`src/rtl/t05_arb_pkg.sv`:
```
`default_nettype none
// ============================================================================
// Module   : t05_arb_pkg
// Brief    : Shared types and constants for the SRAM port arbiter.
// Revision : 1.0 - initial release
// ============================================================================
package t05_arb_pkg;

    typedef enum logic [1:0] {
        IDLE  = 2'd0,
        ISSUE = 2'd1,
        WAIT  = 2'd2,
        DONE  = 2'd3
    } arb_state_t;

    localparam logic MEM_OP_READ  = 1'b0;
    localparam logic MEM_OP_WRITE = 1'b1;

endpackage
`default_nettype wire

```
`src/rtl/t05_arb_picker.sv`:
```
`default_nettype none
// ============================================================================
// Module   : t05_arb_picker
// Brief    : Combinational first-set search over a request vector, starting
//            at a base index and wrapping modulo N.
// Revision : 1.0 - initial release
// ============================================================================
module t05_arb_picker #(
    parameter int N     = 4,
    parameter int IDX_W = (N > 1) ? $clog2(N) : 1
) (
    input  logic [N-1:0]     req,
    input  logic [IDX_W-1:0] base,
    output logic [N-1:0]     onehot,
    output logic [IDX_W-1:0] idx,
    output logic             valid
);

    always_comb begin
        int cand;
        cand   = 0;
        onehot = '0;
        idx    = '0;
        valid  = 1'b0;
        for (int i = 0; i < N; i++) begin
            cand = int'(base) + i;
            if (cand >= N) begin
                cand = cand - N;
            end
            if (!valid && req[IDX_W'(cand)]) begin
                valid                 = 1'b1;
                idx                   = IDX_W'(cand);
                onehot[IDX_W'(cand)]  = 1'b1;
            end
        end
    end

endmodule
`default_nettype wire

```
`src/rtl/t05_sram_arbiter.sv`:
```
`default_nettype none
// ============================================================================
// Module   : t05_sram_arbiter
// Brief    : Single-owner arbiter granting one requester at a time access to
//            the SRAM controller via a req/busy handshake, with timeout.
//            Optional macro T05_ARB_ROUND_ROBIN_EN selects round-robin
//            arbitration; otherwise fixed priority (index 0 highest).
// Revision : 1.0 - initial release
// ============================================================================
module t05_sram_arbiter
    import t05_arb_pkg::*;
#(
    parameter int NUM_REQ = 4,
    parameter int ADDR_W  = 8,
    parameter int DATA_W  = 32,
    parameter int TIMEOUT = 255
) (
    input  logic                      clk,
    input  logic                      rst,
    input  logic [NUM_REQ-1:0]        req_i,
    input  logic [NUM_REQ-1:0]        we_i,
    input  logic [NUM_REQ*ADDR_W-1:0] addr_i,
    input  logic [NUM_REQ*DATA_W-1:0] wdata_i,
    output logic [NUM_REQ-1:0]        ack_o,
    output logic [NUM_REQ-1:0]        grant_o,
    output logic [DATA_W-1:0]         rdata_o,
    output logic                      err_o,
    output logic                      mem_req_o,
    output logic                      mem_we_o,
    output logic [ADDR_W-1:0]         mem_addr_o,
    output logic [DATA_W-1:0]         mem_wdata_o,
    input  logic                      mem_busy_i,
    input  logic [DATA_W-1:0]         mem_rdata_i
);

    localparam int IDX_W = (NUM_REQ > 1) ? $clog2(NUM_REQ) : 1;
    localparam int CNT_W = $clog2(TIMEOUT + 1);

    arb_state_t       r_state;
    logic [CNT_W-1:0] r_cnt;
    logic             r_first;

    logic [NUM_REQ-1:0] w_win_onehot;
    logic [IDX_W-1:0]   w_win_idx;
    logic               w_win_valid;
    logic [IDX_W-1:0]   w_base;

    logic [ADDR_W-1:0] w_addr  [NUM_REQ];
    logic [DATA_W-1:0] w_wdata [NUM_REQ];

    for (genvar k = 0; k < NUM_REQ; k++) begin : g_slice
        assign w_addr[k]  = addr_i[k*ADDR_W +: ADDR_W];
        assign w_wdata[k] = wdata_i[k*DATA_W +: DATA_W];
    end

`ifdef T05_ARB_ROUND_ROBIN_EN
    logic [IDX_W-1:0] r_ptr;

    // Pointer remembers the last winner so the search starts just past it.
    always_ff @(posedge clk or posedge rst) begin
        if (rst) begin
            r_ptr <= IDX_W'(NUM_REQ - 1);
        end else if (r_state == IDLE && w_win_valid) begin
            r_ptr <= w_win_idx;
        end
    end

    assign w_base = (r_ptr == IDX_W'(NUM_REQ - 1)) ? '0 : r_ptr + IDX_W'(1);
`else
    assign w_base = '0;
`endif

    t05_arb_picker #(
        .N     (NUM_REQ),
        .IDX_W (IDX_W)
    ) u_picker (
        .req    (req_i),
        .base   (w_base),
        .onehot (w_win_onehot),
        .idx    (w_win_idx),
        .valid  (w_win_valid)
    );

    always_ff @(posedge clk or posedge rst) begin
        if (rst) begin
            r_state     <= IDLE;
            r_cnt       <= '0;
            r_first     <= 1'b0;
            ack_o       <= '0;
            grant_o     <= '0;
            rdata_o     <= '0;
            err_o       <= 1'b0;
            mem_req_o   <= 1'b0;
            mem_we_o    <= MEM_OP_READ;
            mem_addr_o  <= '0;
            mem_wdata_o <= '0;
        end else begin
            mem_req_o <= 1'b0;
            ack_o     <= '0;
            err_o     <= 1'b0;
            case (r_state)
                IDLE: begin
                    if (w_win_valid) begin
                        grant_o     <= w_win_onehot;
                        mem_we_o    <= we_i[w_win_idx];
                        mem_addr_o  <= w_addr[w_win_idx];
                        mem_wdata_o <= w_wdata[w_win_idx];
                        mem_req_o   <= 1'b1;
                        r_state     <= ISSUE;
                    end
                end
                ISSUE: begin
                    r_cnt   <= '0;
                    r_first <= 1'b1;
                    r_state <= WAIT;
                end
                WAIT: begin
                    // Controller may only raise busy one cycle after the strobe.
                    if (r_first) begin
                        r_first <= 1'b0;
                    end else if (!mem_busy_i) begin
                        if (mem_we_o != MEM_OP_WRITE) begin
                            rdata_o <= mem_rdata_i;
                        end
                        ack_o   <= grant_o;
                        r_state <= DONE;
                    end else if (r_cnt == CNT_W'(TIMEOUT - 1)) begin
                        r_cnt   <= r_cnt + CNT_W'(1);
                        ack_o   <= grant_o;
                        err_o   <= 1'b1;
                        r_state <= DONE;
                    end else begin
                        r_cnt <= r_cnt + CNT_W'(1);
                    end
                end
                DONE: begin
                    grant_o <= '0;
                    r_state <= IDLE;
                end
                default: r_state <= IDLE;
            endcase
        end
    end

endmodule
`default_nettype wire

```
`config.mk`:
```
export PLATFORM = sky130hd
export DESIGN_NAME = t05_sram_arbiter
export DESIGN_NICKNAME = d
export VERILOG_FILES = /design/src/rtl/t05_arb_pkg.sv /design/src/rtl/t05_arb_picker.sv /design/src/rtl/t05_sram_arbiter.sv
export SDC_FILE = /design/constraint.sdc
export NUM_CORES = 1
export LEC_CHECK = 0
export BUFFER_PORTS_ARGS = -buffer_cell sky130_fd_sc_hd__clkbuf_2
export CORE_ASPECT_RATIO = 0.7
export CORE_MARGIN = 10
export CORE_UTILIZATION = 23
export CTS_BUF_LIST = sky130_fd_sc_hd__clkbuf_8
export CTS_CLUSTER_DIAMETER = 30
export CTS_CLUSTER_SIZE = 10
export DETAILED_ROUTE_END_ITERATION = 8
export SETUP_SLACK_MARGIN = 0.2
export SLEW_MARGIN = 20
export SYNTH_ARGS = -nofsm -noshare
export SYNTH_HDL_FRONTEND = slang
export SYNTH_SLANG_ARGS = --single-unit
```
`constraint.sdc`:
```
create_clock -name clk -period 7 [get_ports clk]
set_input_delay 1.05 -clock clk [delete_from_list [all_inputs] [get_ports clk]]
set_output_delay 1.05 -clock clk [all_outputs]
set_load 0.005 [all_outputs]
```
==> run metrics <==
number of top-level design ports roughly 290; DR vias/cell 3.936; max cap viols 0; width of the die between 150 and 200 um; initial antenna violation count 0; Final Hold Violating Endpoints 0; number of buffers created by CTS 9; fmax ~0.42 GHz; number of rows created at floorplan 40; cell total after placement 746; count of synthesis-stage warnings from yosys 0; maximum fanout along the worst path 29; pins over their slew limit 0; number of gates resized after cts 0; Routed wire per std cell between 10 and 15 um; CTS H-tree depth 3; hold-fix buffers at CTS 0; NumNets Final approximately 740; count of flip-flops with a built-in enable after synthesis 0; non-filler instance count after layout ~760; mean instance size in the synthesized netlist 11.90 um^2; least setup slack across all paths after layout between 4 and 5 ns; share of total power in the clock network 0.207; grt ovf 0; summed negative setup slack over all endpoints 0 ns; most area-hungry cell type in the Yosys netlist dfrtp_1; worst path arrival time around 2.6 ns; Slew @ Worst Pin 0.7400 ns; largest net degree at the start of global routing 84; setup repair after global routing missed its margin no; clock latency on the worst-skew pair between 0.3 and 0.4 ns; Final GP Congestion 0.7456; number of register bits inferred by synthesis 90; cell count after synthesis around 330; total wire length after detailed routing around 11 mm; clock tree from TritonCTS yes; vias in the first global route 3284; leading cell type in the layout, fill and taps excluded clkbuf_2; Worst setup SP type input port; share of synthesized area occupied by flip-flops and latches 0.5684; design internal power 1309 uW; leading cell types by total area after synthesis dfrtp_1, mux2i_1, mux2_2, o21ai_0, nand2_1; DRC viols 0; final worst hold slack 0.4841 ns; all-layer global routing usage 0.09233; VDD IR-drop max around 0.00013 V; DIE AREA ~0.023 mm^2; proportion of power drawn by flip-flops and latches 0.442; final clock period utilization by the worst path 0.3390; min-delay worst type reg2reg; Max Root-Sink Buffers 2; Post-DP HPWL around 8.5 mm; post-CTS repair timing setup buffer count 0; diodes inserted 0; Area growth syn-to-layout 36.12%; drt first-iter violations around 110; via count between 2000 and 3000; clock-pin slew reported for the worst setup and hold paths after clock tree synthesis about 0.080 ns; Core Region 0.01702 mm^2; cell area after synthesis 0.003963 mm^2; most frequent cells in the layout clkbuf_2, dfrtp_1, o21ai_0, nand2_1, mux2i_1; remaining antenna violation count after routing 0; cell area power density 365.6 mW/mm^2; initial cell density of the core 0.2329; Port Buf Inserts 197; classification of the worst setup path in2reg; dpl ws roughly 4.2 ns; Primary FF master, synth dfrtp_1; combinational power share 0.351; Yosys top cell area share 0.5684; first drt pass iteration count 3; Required @ worst endpoint approximately 7.2 ns; share of post-route cells with drive strength above 1 0.4765; total power a little under 2000 uW; result of the run completed; count of clock tree sinks 90; slew margin rel. 0.5067; height of the chip 129.8 um; Tmin final around 2.4 ns; net switching power around 660 uW; leakage component of the power roughly 0.0029 uW; global-route wire length before repair between 15 and 20 mm; critical path capture point type register; largest clock skew in the final design between 0.008 and 0.009 ns; # setup viols final 0; CTS Root Cell clkbuf_8; fraction of power spent switching nets 0.3360; share of synthesized registers carrying an async set or reset 1.000; synth unique cells 34
-- routing by layer --
layer / GRT usage / routed length, um
met5: 0 / 0
met4: 0.03253 / 137
met2: 0.1280 / 4276
met3: 0.04879 / 1071
met1: 0.1192 / 5144
-- synth_stat cells (all sizes together) (2+ instances only) --
library cell	count
mux2i	43
nor3b	3
xnor2	3
mux2	33
dfrtp	90
o21ai	48
nand2	44
nand3	6
inv	7
and3	3
buf	14
nor2	7
nand2b	2
clkbuf	8
ha	7
-- worst max-delay path, stage by stage --
cell,delay (ns)
clkbuf_2,0.15
nand2b_2,0.43
buf_4,0.50
mux2i_1,0.34
o21ai_0,0.11
-- sequential cells by signal (all words and copies together) (netlist names) --
register	cells
r_state	2
rdata_o	32
mem_wdata_o	32
mem_addr_o	8
grant_o	2
mem_req_o	1
err_o	1
mem_we_o	1
ack_o	2
r_cnt	8
r_first	1
-- stage by stage --
| step | utilization | instance area [um^2] |
|---|---|---|
| floorplan | - | 3974 |
| global placement | 0.3033 | 5161 |
| detailed placement | 0.3033 | 5161 |
| CTS | 0.3170 | 5394 |
| global route | 0.3170 | 5394 |
| finish | 0.3170 | 5394 |
-- cell type report --
cell class	instances	area (um^2)
clock buffers	10	137.6
well taps	231	289.0
flip-flops and latches	90	2252
fillers	1766	11620
inverters	7	28.78
repair buffers	201	1016
multi-input cells	217	1575
clock inverters	6	95.09
-- cells by family after synthesis --
logic type               Yosys count  share of synthesized area
adder cells (fa/ha/maj)            7                    0.02210
AND/OR/NAND/NOR                   73                    0.08684
flip-flops                        90                     0.5684
buffers and inverters             29                    0.04042
AO/OA/AOI/OAI                     53                    0.07010
multiplexers                      76                     0.2024
XOR/XNOR                           4                   0.008843
other                              1                  0.0009464
-- path summary, 6_finish.rpt --
check	depth (start not counted)	slack, ns	endpoint	startpoint
max in group asynchronous	3	5.25	mem_wdata_o[18]$_DFFE_PP0P_	rst
worst max register to register	6	4.86	rdata_o[18]$_DFFE_PP0P_	r_state[0]$_DFFE_PP0P_
worst max-delay path	5	4.63	mem_we_o$_DFFE_PP0P_	req_i[0]
worst min register to register	2	0.48	mem_wdata_o[0]$_DFFE_PP0P_	mem_wdata_o[0]$_DFFE_PP0P_
min in group asynchronous	2	0.67	rdata_o[18]$_DFFE_PP0P_	rst
worst min-delay path	2	0.48	mem_wdata_o[0]$_DFFE_PP0P_	mem_wdata_o[0]$_DFFE_PP0P_
-- power groups by stage --
stage / sequential (uW) / combinational, uW / clock [uW]
after floorplan: 890 / 354 / 0
after global placement: 874 / 710 / 0
after detailed placement: 882 / 720 / 0
after CTS: 876 / 716 / 437
after global routing: 904 / 796 / 458
final: 872 / 692 / 408
No activity file was read; power rests on OpenSTA's default activity.
